--- config.mk ---
export PLATFORM = sky130hd
export DESIGN_NAME = game_flow_ctrl_flat
export DESIGN_NICKNAME = d
export VERILOG_FILES = /design/src/rtl/game_pkg.sv /design/src/rtl/game_flow_ctrl_if.sv /design/src/rtl/key_edge_det.sv /design/src/rtl/game_flow_ctrl.sv /design/src/flat_wrapper.sv
export SDC_FILE = /design/constraint.sdc
export NUM_CORES = 1
export LEC_CHECK = 0
export BUFFER_PORTS_ARGS = -buffer_cell sky130_fd_sc_hd__buf_4
export CORE_MARGIN = 2
export CORE_UTILIZATION = 50
export DETAILED_ROUTE_END_ITERATION = 10
export PLACE_DENSITY = 0.74
export SLEW_MARGIN = 20
export SYNTH_ARGS = -nofsm -noshare
export SYNTH_HDL_FRONTEND = slang
export SYNTH_HIERARCHICAL = 1
export SYNTH_SLANG_ARGS = --single-unit
--- constraint.sdc ---
create_clock -name Clk -period 7.7 [get_ports Clk]
set_input_delay 1.54 -clock Clk [delete_from_list [all_inputs] [get_ports Clk]]
set_output_delay 1.54 -clock Clk [all_outputs]
set_load 0.005 [all_outputs]
--- src/rtl/game_pkg.sv ---
// Shared types and constants for the game-flow controller and the colour mapper.
// Display codes are what the colour mapper decodes; both fade states share one code.
package game_pkg;

  typedef enum logic [2:0] {
    ST_INIT      = 3'd0,
    ST_SELECT    = 3'd1,
    ST_MAP       = 3'd2,
    ST_BATTLE    = 3'd3,
    ST_TRANS_IN  = 3'd4,
    ST_TRANS_OUT = 3'd5,
    ST_PAUSE     = 3'd6,
    ST_GAME_OVER = 3'd7
  } game_state_t;

  localparam logic [2:0] DISP_INIT      = 3'd0;
  localparam logic [2:0] DISP_SELECT    = 3'd1;
  localparam logic [2:0] DISP_MAP       = 3'd2;
  localparam logic [2:0] DISP_BATTLE    = 3'd3;
  localparam logic [2:0] DISP_TRANS     = 3'd4;
  localparam logic [2:0] DISP_PAUSE     = 3'd5;
  localparam logic [2:0] DISP_GAME_OVER = 3'd6;

  localparam logic [7:0] KEY_START_DEF = 8'h28;
  localparam logic [7:0] KEY_PAUSE_DEF = 8'h29;
  localparam logic [7:0] KEY_FORCE_DEF = 8'h05;

  function automatic int sel_width(input int n);
    return (n > 1) ? $clog2(n) : 1;
  endfunction

endpackage

--- src/rtl/game_flow_ctrl_if.sv ---
// Bundle of frame/key/battle-engine inputs and screen/datapath control outputs.
// Handshake: battle_done is a one-cycle pulse qualified by battle_lost; there is no back-pressure.
interface game_flow_ctrl_if #(
  parameter int NUM_STARTERS = 3,
  parameter int TRANS_FRAMES = 16
);
  import game_pkg::*;

  localparam int SW = sel_width(NUM_STARTERS);
  localparam int TW = $clog2(TRANS_FRAMES + 1);

  logic          frame_tick;
  logic [7:0]    keycode;
  logic          encounter;
  logic          battle_done;
  logic          battle_lost;
  logic [2:0]    display_control;
  logic [SW-1:0] starter_sel;
  logic          starter_valid;
  logic          fight_on;
  logic          during_battle;
  logic          wild_poke_reg;
  logic          init_reg_select;
  logic [TW-1:0] trans_count;
  game_state_t   state;

  modport master (
    output frame_tick, keycode, encounter, battle_done, battle_lost,
    input  display_control, starter_sel, starter_valid, fight_on, during_battle,
           wild_poke_reg, init_reg_select, trans_count, state
  );

  modport slave (
    input  frame_tick, keycode, encounter, battle_done, battle_lost,
    output display_control, starter_sel, starter_valid, fight_on, during_battle,
           wild_poke_reg, init_reg_select, trans_count, state
  );

endinterface

--- src/rtl/key_edge_det.sv ---
// Frame-rate key edge detector: press fires once when a new non-zero keycode is seen at a tick.
module key_edge_det (
  input  logic       clk,
  input  logic       rst_n,
  input  logic       frame_tick,
  input  logic [7:0] keycode,
  output logic       press,
  output logic [7:0] key_prev
);

  always_ff @(posedge clk) begin
    if (!rst_n)          key_prev <= 8'h00;
    else if (frame_tick) key_prev <= keycode;
  end

  assign press = frame_tick && (keycode != 8'h00) && (keycode != key_prev);

endmodule

--- src/rtl/game_flow_ctrl.sv ---
// Game-flow controller: sequences title, starter select, map, fades, battle, pause and game over,
// and decodes screen mode and datapath load controls from the current state.
module game_flow_ctrl
  import game_pkg::*;
#(
  parameter int                        NUM_STARTERS = 3,
  parameter logic [NUM_STARTERS*8-1:0] STARTER_KEYS = {8'h07, 8'h16, 8'h04},
  parameter logic [7:0]                KEY_START    = KEY_START_DEF,
  parameter logic [7:0]                KEY_PAUSE    = KEY_PAUSE_DEF,
  parameter logic [7:0]                KEY_FORCE    = KEY_FORCE_DEF,
  parameter bit                        DEBUG_KEYS   = 1'b1,
  parameter int                        TRANS_FRAMES = 16
) (
  input logic             Clk,
  input logic             Reset_n,
  game_flow_ctrl_if.slave bus
);

  localparam int SW = sel_width(NUM_STARTERS);
  localparam int TW = $clog2(TRANS_FRAMES + 1);
  localparam logic [TW-1:0] TC_LOAD = TW'(TRANS_FRAMES - 1);

  game_state_t   state_q, state_d;
  logic [TW-1:0] tc_q, tc_d;
  logic [SW-1:0] sel_q, sel_d, sel_idx;
  logic          valid_q, valid_d, sel_hit;
  logic          done_q, done_d, lost_q, lost_d, done_now, lost_now;
  logic          key_press, press_start, press_pause, press_force;
  logic [7:0]    key_prev;

  key_edge_det u_key_edge (
    .clk       (Clk),
    .rst_n     (Reset_n),
    .frame_tick(bus.frame_tick),
    .keycode   (bus.keycode),
    .press     (key_press),
    .key_prev  (key_prev)
  );

  assign press_start = key_press && (bus.keycode == KEY_START);
  assign press_pause = key_press && (bus.keycode == KEY_PAUSE);
  assign press_force = key_press && (bus.keycode == KEY_FORCE);

  always_ff @(posedge Clk) begin
    if (!Reset_n) begin
      state_q <= ST_INIT;
      tc_q    <= '0;
      sel_q   <= '0;
      valid_q <= 1'b0;
      done_q  <= 1'b0;
      lost_q  <= 1'b0;
    end else begin
      state_q <= state_d;
      tc_q    <= tc_d;
      sel_q   <= sel_d;
      valid_q <= valid_d;
      done_q  <= done_d;
      lost_q  <= lost_d;
    end
  end

  always_comb begin
    state_d  = state_q;
    tc_d     = tc_q;
    sel_d    = sel_q;
    valid_d  = valid_q;
    sel_hit  = 1'b0;
    sel_idx  = '0;
    // A done pulse between ticks is remembered; one coinciding with a tick acts immediately.
    done_now = done_q | bus.battle_done;
    lost_now = lost_q | (bus.battle_done & bus.battle_lost);

    // Descending scan so the lowest index wins when keycodes are duplicated.
    for (int i = NUM_STARTERS - 1; i >= 0; i--) begin
      if (key_press && (bus.keycode == STARTER_KEYS[i*8 +: 8])) begin
        sel_hit = 1'b1;
        sel_idx = SW'(i);
      end
    end

    case (state_q)
      ST_INIT:   if (press_start) state_d = ST_SELECT;
      ST_SELECT: if (sel_hit) begin
        sel_d   = sel_idx;
        valid_d = 1'b1;
        state_d = ST_MAP;
      end
      ST_MAP: begin
        if (bus.frame_tick && (bus.encounter || (DEBUG_KEYS && press_force))) begin
          state_d = ST_TRANS_IN;
          tc_d    = TC_LOAD;
        end else if (press_pause) begin
          state_d = ST_PAUSE;
        end
      end
      ST_TRANS_IN, ST_TRANS_OUT: if (bus.frame_tick) begin
        if (tc_q == '0) state_d = (state_q == ST_TRANS_IN) ? ST_BATTLE : ST_MAP;
        else            tc_d    = tc_q - 1'b1;
      end
      ST_BATTLE: if (bus.frame_tick) begin
        if (done_now) begin
          if (lost_now) state_d = ST_GAME_OVER;
          else begin
            state_d = ST_TRANS_OUT;
            tc_d    = TC_LOAD;
          end
        end else if (DEBUG_KEYS && press_start) begin
          state_d = ST_TRANS_OUT;
          tc_d    = TC_LOAD;
        end
      end
      ST_PAUSE: if (press_pause) state_d = ST_MAP;
      ST_GAME_OVER: if (press_start) begin
        state_d = ST_INIT;
        sel_d   = '0;
        valid_d = 1'b0;
      end
      default: state_d = ST_INIT;
    endcase

    // Flags only live while the battle continues; outside BATTLE done pulses are dropped.
    done_d = (state_q == ST_BATTLE) && (state_d == ST_BATTLE) && done_now;
    lost_d = (state_q == ST_BATTLE) && (state_d == ST_BATTLE) && lost_now;
  end

  always_comb begin
    bus.display_control = DISP_INIT;
    case (state_q)
      ST_INIT:                   bus.display_control = DISP_INIT;
      ST_SELECT:                 bus.display_control = DISP_SELECT;
      ST_MAP:                    bus.display_control = DISP_MAP;
      ST_BATTLE:                 bus.display_control = DISP_BATTLE;
      ST_TRANS_IN, ST_TRANS_OUT: bus.display_control = DISP_TRANS;
      ST_PAUSE:                  bus.display_control = DISP_PAUSE;
      ST_GAME_OVER:              bus.display_control = DISP_GAME_OVER;
      default:                   bus.display_control = DISP_INIT;
    endcase
  end

  assign bus.fight_on        = (state_q == ST_BATTLE);
  assign bus.during_battle   = (state_q == ST_BATTLE);
  assign bus.wild_poke_reg   = (state_q == ST_TRANS_IN) || (state_q == ST_BATTLE);
  assign bus.init_reg_select = !((state_q == ST_INIT) || (state_q == ST_SELECT) ||
                                 (state_q == ST_GAME_OVER));
  assign bus.trans_count     = tc_q;
  assign bus.starter_sel     = sel_q;
  assign bus.starter_valid   = valid_q;
  assign bus.state           = state_q;

endmodule

--- src/flat_wrapper.sv ---
// flat-port wrapper written by rule: the top's interface ports become plain ports
module game_flow_ctrl_flat import game_pkg::*;
#(
  parameter int                        NUM_STARTERS = 3,
  parameter logic [NUM_STARTERS*8-1:0] STARTER_KEYS = {8'h07, 8'h16, 8'h04},
  parameter logic [7:0]                KEY_START    = KEY_START_DEF,
  parameter logic [7:0]                KEY_PAUSE    = KEY_PAUSE_DEF,
  parameter logic [7:0]                KEY_FORCE    = KEY_FORCE_DEF,
  parameter bit                        DEBUG_KEYS   = 1'b1,
  parameter int                        TRANS_FRAMES = 16
)
  (Clk, Reset_n, bus_frame_tick, bus_keycode, bus_encounter, bus_battle_done, bus_battle_lost, bus_display_control, bus_starter_sel, bus_starter_valid, bus_fight_on, bus_during_battle, bus_wild_poke_reg, bus_init_reg_select, bus_trans_count, bus_state);
  game_flow_ctrl_if #(.NUM_STARTERS(NUM_STARTERS), .TRANS_FRAMES(TRANS_FRAMES)) bus_i ();
  input logic Clk;
  input logic Reset_n;
  input wire logic [$bits(bus_i.frame_tick)-1:0] bus_frame_tick;
  input wire logic [$bits(bus_i.keycode)-1:0] bus_keycode;
  input wire logic [$bits(bus_i.encounter)-1:0] bus_encounter;
  input wire logic [$bits(bus_i.battle_done)-1:0] bus_battle_done;
  input wire logic [$bits(bus_i.battle_lost)-1:0] bus_battle_lost;
  output wire logic [$bits(bus_i.display_control)-1:0] bus_display_control;
  output wire logic [$bits(bus_i.starter_sel)-1:0] bus_starter_sel;
  output wire logic [$bits(bus_i.starter_valid)-1:0] bus_starter_valid;
  output wire logic [$bits(bus_i.fight_on)-1:0] bus_fight_on;
  output wire logic [$bits(bus_i.during_battle)-1:0] bus_during_battle;
  output wire logic [$bits(bus_i.wild_poke_reg)-1:0] bus_wild_poke_reg;
  output wire logic [$bits(bus_i.init_reg_select)-1:0] bus_init_reg_select;
  output wire logic [$bits(bus_i.trans_count)-1:0] bus_trans_count;
  output wire logic [$bits(bus_i.state)-1:0] bus_state;
  assign bus_i.frame_tick = bus_frame_tick;
  assign bus_i.keycode = bus_keycode;
  assign bus_i.encounter = bus_encounter;
  assign bus_i.battle_done = bus_battle_done;
  assign bus_i.battle_lost = bus_battle_lost;
  assign bus_display_control = bus_i.display_control;
  assign bus_starter_sel = bus_i.starter_sel;
  assign bus_starter_valid = bus_i.starter_valid;
  assign bus_fight_on = bus_i.fight_on;
  assign bus_during_battle = bus_i.during_battle;
  assign bus_wild_poke_reg = bus_i.wild_poke_reg;
  assign bus_init_reg_select = bus_i.init_reg_select;
  assign bus_trans_count = bus_i.trans_count;
  assign bus_state = bus_i.state;
  game_flow_ctrl #(.NUM_STARTERS(NUM_STARTERS), .STARTER_KEYS(STARTER_KEYS), .KEY_START(KEY_START), .KEY_PAUSE(KEY_PAUSE), .KEY_FORCE(KEY_FORCE), .DEBUG_KEYS(DEBUG_KEYS), .TRANS_FRAMES(TRANS_FRAMES)) u_core (.Clk(Clk), .Reset_n(Reset_n), .bus(bus_i));
endmodule
# Word-level counts from Yosys, hierarchy flattened
# Memories as Yosys holds them, arrays and structs flattened. A register that Yosys moved wholly into a read port is not among the register bits.
# Index checks and enable logic that the tools add are counted.
[totals]
ff_bits = 21
latch_bits = 0
ramBits = 0
rom_bits = 24
input_bits = 14
output_inout_bits = 18
word_cells = 95
mem_count = 1
[mem_list]
columns = ["memory", "depth", "word_bits", "read_ports", "rd_ports_with_merged_regs", "write_ports", "line_no", "rtl"]
rows = [
  ["(no name shown)", 8, 3, 1, 1, 0, "game_flow_ctrl.sv:128", "case (state_q)"],
]
[classes]
addsub = 1
multipliers = 0
div_mod_pow = 0
order_cmp = 0
eq_ne = 23
shifts = 0
muxes = 35
bitwise = 3
reduce_logical = 25
[ops]
columns = ["op", "count"]
rows = [
  ["two-way mux 3 bit", 12],
  ["two-way mux 5 bit", 7],
  ["equality test 8 x 3 -> 1 bit (second input constant)", 3],
  ["case mux 3 bit (7 select lines)", 1],
  ["equality test 8 x 6 -> 1 bit (second input constant)", 2],
  ["case mux 5 bit (3 select lines)", 1],
  ["equality test 3 bit (second input constant)", 4],
  ["logical AND 1 bit", 12],
  ["two-way mux 2 bit", 6],
  ["equality test 3 x 2 -> 1 bit (second input constant)", 3],
  ["equality test 8 x 5 -> 1 bit (second input constant)", 1],
  ["inequality test 8 bit", 1],
  ["nonzero test 8 bit", 1],
  ["AND reduction 7 bit", 1],
  ["two-way mux 1 bit", 6],
  ["inequality test 2 x 1 -> 1 bit (second input constant)", 3],
  ["inequality test 2 bit (second input constant)", 3],
  ["logical NOT 5 bit", 1],
  ["subtractor 5 x 1 -> 5 bit (second input constant)", 1],
  ["logical OR 1 bit", 4],
  ["case mux 2 bit (2 select lines)", 1],
  ["equality test 3 x 1 -> 1 bit (second input constant)", 1],
  ["logical NOT 3 bit", 1],
  ["inequality test 3 x 1 -> 1 bit (second input constant)", 1],
  ["9 further kinds", 10],
]

# Depth between registers and ports, before layout
[depth]
ltp_word = 12
depth_mapped = 9

# Cells and area by module
# Netlist, hierarchy kept.
[modules_own_cells]
columns = ["module", "n_inst", "cells_each", "area_each_um2"]
rows = [
  ["game_flow_ctrl", 1, 124, 1088.5],
  ["key_edge_det", 1, 39, 406.6],
]

# Worst setup path after synthesis
# No wires, ideal clock.
[synth_timing]
path_kind = "input-to-reg"
start = "in bus_keycode[6]"
end = "reg u_core/bus.display_control[0] (netlist name)"
setup_ps = 128
arrival_ps = 3396
t_required_ps = 7572
setup_slack_ps = 4176
stages = 9
n_path_buf = 0
path_cell_list = "or4_1 > o21ai_1 > a21oi_1 > nor2b_1 > a32o_2 > a21o_1 > a2111oi_4 > or2_1 > o21ai_1"
[synth_between]
elab_chain_len = 10
[synth_lines]
columns = ["item", "line_no", "rtl"]
rows = [
  ["from (decl)", "flat_wrapper.sv:17", "input wire logic [$bits(bus_i.keycode)-1:0] bus_keycode;"],
  ["nonzero test 8 bit", "key_edge_det.sv:16", "assign press = frame_tick && (keycode != 8'h00) && (keycode != key_prev);"],
  ["logical AND 1 bit", "key_edge_det.sv:16", ""],
  ["logical AND 1 bit *", "key_edge_det.sv:16", ""],
  ["named net u_core.key_press", "game_flow_ctrl.sv:28", "logic key_press, press_start, press_pause, press_force;"],
  ["logical AND 1 bit", "game_flow_ctrl.sv:75", "if (key_press && (bus.keycode == STARTER_KEYS[i*8 +: 8])) begin"],
  ["two-way mux 1 bit (3 in series)", "game_flow_ctrl.sv:75", ""],
  ["two-way mux 3 bit", "game_flow_ctrl.sv:83", "ST_SELECT: if (sel_hit) begin"],
  ["case mux 3 bit (7 select lines) *", "game_flow_ctrl.sv:81", "case (state_q)"],
  ["two-way mux 3 bit (no line) *", "-", ""],
]
# The timed path passes the listed nets; every way through them passes the cells marked *.
# A chain may end at the register's enable or synchronous reset.

# Final worst setup path
[layout_timing]
start = "in bus_keycode[0]"
end = "reg u_core.done_q"
[layout_between]
elab_chain_len = 12
[layout_lines]
columns = ["item", "line_no", "rtl"]
rows = [
  ["nonzero test 8 bit", "key_edge_det.sv:16", ""],
  ["logical AND 1 bit", "key_edge_det.sv:16", ""],
  ["logical AND 1 bit *", "key_edge_det.sv:16", ""],
  ["named net u_core.key_press", "game_flow_ctrl.sv:28", ""],
  ["logical AND 1 bit", "game_flow_ctrl.sv:75", ""],
  ["two-way mux 1 bit (3 in series)", "game_flow_ctrl.sv:75", ""],
  ["two-way mux 3 bit", "game_flow_ctrl.sv:83", ""],
  ["case mux 3 bit (7 select lines) *", "game_flow_ctrl.sv:81", ""],
  ["equality test 3 x 2 -> 1 bit *", "game_flow_ctrl.sv:122", "done_d = (state_q == ST_BATTLE) && (state_d == ST_BATTLE) && done_now;"],
  ["logical AND 1 bit * (2 in series)", "game_flow_ctrl.sv:122", ""],
  ["to (signal assigned)", "game_flow_ctrl.sv:57", "done_q <= done_d;"],
  ["to (decl)", "game_flow_ctrl.sv:27", "logic done_q, done_d, lost_q, lost_d, done_now, lost_now;"],
]
# Marked as above.

==> impl_metrics.py <==
metrics = {
    "sta": {
        "final.setup.tns_ns": 0,
        "finalHoldViolations": 0,
        "post-route-period-util_pct": 45.49,
        "setup_viol": 0,
        "tightestPinTransition_ns": 0.4464,
        "clock-skew-final_ns": 0.003243,
        "min_period_ns": 3.503,
        "rsz0062_at_grt": "false",
        "fmax_ghz": 0.2855,
        "slew_headroom_pct": 70.15,
        "fin_ws_ns": 4.197,
        "drv_slew": 0,
        "holdWs_ns": 0.4741,
    },
    "setup_path": {
        "r2r_cells": 9,
        "rrSetupSlack_ns": 5.30,
        "timing.rr.end": "u_core/done_q",
        "required_ns": 7.94,
        "critical_path_class": "primary input to register",
        "crit_path_start_kind": "primary input",
        "arrival_ns": 3.74,
        "r2r_start": "u_core/u_key_edge/key_prev[5]",
        "crit_fanout": 10,
        "critPathCaptureType": "register",
    },
    "route": {
        "finalWirelength_mm": 3.255,
        "drt-vias-per-instance": 5.877,
        "firstDrtPassIters": 7,
        "drtIter0Drc": 43,
        "ant_nets": 0,
        "drcViolationCount": 2,
        "vias": 1293,
        "drt-wirelength-per-cell_um": 14.80,
    },
    "layout": {
        "layout_commonest_cell": "buf_4",
        "area_growth_pct": 16.15,
        "antennaDiodeCount": 0,
        "stdcell_area_mm2": 0.001737,
        "nets": 207,
        "drive_gt1_share_pct": 24.87,
        "mostFrequentLayoutCells": "buf_4, dfxtp_1, nor2_1, nor2b_1",
        "fillers": 239,
    },
    "placement": {
        "pre_cts_ws_ns": 3.863,
        "portBuffers": 31,
        "gp_congestion": 0.8498,
        "place_area_mm2": 0.001714,
        "place_hpwl_mm": 2.410,
    },
    "power": {
        "power.total_mw": 0.2118,
        "peakVddDrop_uv": 107.7,
        "powerDensity_mw_per_mm2": 122.0,
        "leakagePower_nw": 0.7795,
    },
    "min_path": {
        "hold_end": "u_core/bus.starter_valid",
        "worstHoldPathCells": 2,
        "hold_path.class": "register to register",
        "hp-start": "u_core/bus.starter_valid",
    },
    "status": {
        "status": "finished with violations",
        "violations": "DRC",
    },
    "cts": {
        "cts_htree_levels": 1,
        "cts_resized": 0,
        "clk_path_buf_depth": 2,
        "cts_buffers": 3,
        "clock_sinks": 24,
        "clkTransAtPathRegs_ns": 0.12,
        "cts_tree": "yes",
        "cts_setup_buffers": 0,
        "clock-root-buffer": "clkbuf_4",
        "clk_latency_ns": 0.31,
        "ctsHoldBuffers": 0,
    },
    "synth": {
        "synth_area_per_cell_um2": 9.173,
        "yosysWarnings": 6,
        "async_flop_share_pct": 0,
        "synth_ff_type": "dfxtp_1",
        "syn-num-nets": 179,
        "ys_types": 56,
        "synth-edff-count": 0,
        "ys_seq_area_share_pct": 32.13,
        "syn_area_mm2": 0.001495,
        "ys_seq_elements": 24,
        "synthCells": 163,
    },
    "global_route": {
        "groute.usage.overall_pct": 20.39,
        "grt_pass1_vias": 1222,
        "grt_overflow_total": 0,
        "grt_pass1_wl_mm": 5.444,
        "antenna_found_initial": 0,
        "grt_max_degree": 24,
    },
    "flow_run": {
        "maxCapViolations": 0,
    },
    "floorplanning": {
        "num_rows": 19,
        "die_w_um": 58.69,
        "core_mm2": 0.002805,
        "die-area_mm2": 0.003444,
        "start_util_pct": 53.30,
        "die_y_um": 58.69,
        "io_pins": 32,
    },
}
-- per-stage QoR --
stage / util (%) / instances
CTS: 61.91 / 220
detailed placement: 61.11 / 217
global placement: 61.11 / 217
finish: 61.91 / 220
floorplan: - / 163
global route: 61.91 / 220
-- routing by layer --
| metal | vias to the layer above | routed length (um) | GRT usage (%) | part of all wire (%) |
|---|---|---|---|---|
| met3 | 2 | 141 | 4.176 | 4.3 |
| li1 | 641 | - | - | - |
| met2 | 32 | 1576 | 34.99 | 48 |
| met1 | 618 | 1519 | 26.20 | 47 |
| met4 | 0 | 17 | 5.195 | 0.52 |
| met5 | - | 0 | 0 | 0 |
-- where the power goes --
part / switching [mW] / total, mW / internal [mW]
clock: 0.0360 / 0.0543 / 0.0183
combinational: 0.0150 / 0.0290 / 0.0140
sequential: 0.00182 / 0.129 / 0.127
total: 0.0528 / 0.212 / 0.159
-- Yosys cell counts (all sizes together) (5+ instances only) --
master / count / area (um^2)
and2: 5 / 31.28
mux2i: 9 / 90.09
o21ai: 5 / 25.02
dfxtp: 24 / 480.5
inv: 8 / 30.03
nor3: 6 / 35.03
xor2: 9 / 78.83
nand2: 7 / 26.28
nor2: 11 / 41.29
nor2b: 11 / 68.82
buf: 6 / 45.04
nand3: 8 / 40.04
a21oi: 5 / 25.02
-- sequential cells by signal, summed over array words and instances (netlist names) --
signal / count
u_core/lost_q: 1
u_core/u_key_edge/key_prev: 8
u_core/bus.trans_count: 5
u_core/done_q: 1
u_core/bus.state: 3
u_core/bus.display_control: 3
u_core/bus.starter_sel: 2
u_core/bus.starter_valid: 1
-- worst max-delay path, stage by stage --
cell and delay (ns):
buf_4 0.15, or4_1 0.50, o21ai_1 0.14, a21oi_1 0.07, nor2b_1 0.16, a32o_2 0.25
a21o_1 0.18, a2111oi_4 0.46, nand2_1 0.13, nor3_1 0.16
-- logic make-up (layout without fill, tap and decap cells) --
family	after synthesis	count (layout)	synth area share, %
AND/OR/NAND/NOR	70	70	29.96
AO/OA/AOI/OAI	32	32	18.66
flip-flops	24	24	32.13
buffers and inverters	16	42	5.523
multiplexers	10	10	6.778
XOR/XNOR	9	9	5.272
adder cells (fa/ha/maj)	2	2	1.673
-- how the worst max path moves through the flow --
| stage | endpoint | cells after the start | slack (ns) | from |
|---|---|---|---|---|
| after global placement | u_core/bus.display_control[0] | 10 | 3.92 | bus_keycode[0] |
| after floorplan | u_core/bus.display_control[0] | 9 | 4.18 | bus_keycode[6] |
| after detailed placement | u_core/done_q | 10 | 3.86 | bus_keycode[0] |
| after global routing | u_core/done_q | 10 | 4.05 | bus_keycode[0] |
| final | u_core/done_q | 10 | 4.20 | bus_keycode[0] |
| after CTS | u_core/done_q | 10 | 4.20 | bus_keycode[0] |
-- cell type report --
| type | count | area [um^2] | share of cell area (%) |
|---|---|---|---|
| Tap cell | 31 | 38.79 | 2.233 |
| Inverter | 8 | 30.03 | 1.729 |
| Sequential cell | 24 | 480.5 | 27.67 |
| Clock buffer | 3 | 22.52 | 1.297 |
| Multi-Input combinational cell | 123 | 932.1 | 53.67 |
| Timing Repair Buffer | 31 | 232.7 | 13.40 |
(Power assumes the default switching activity.)
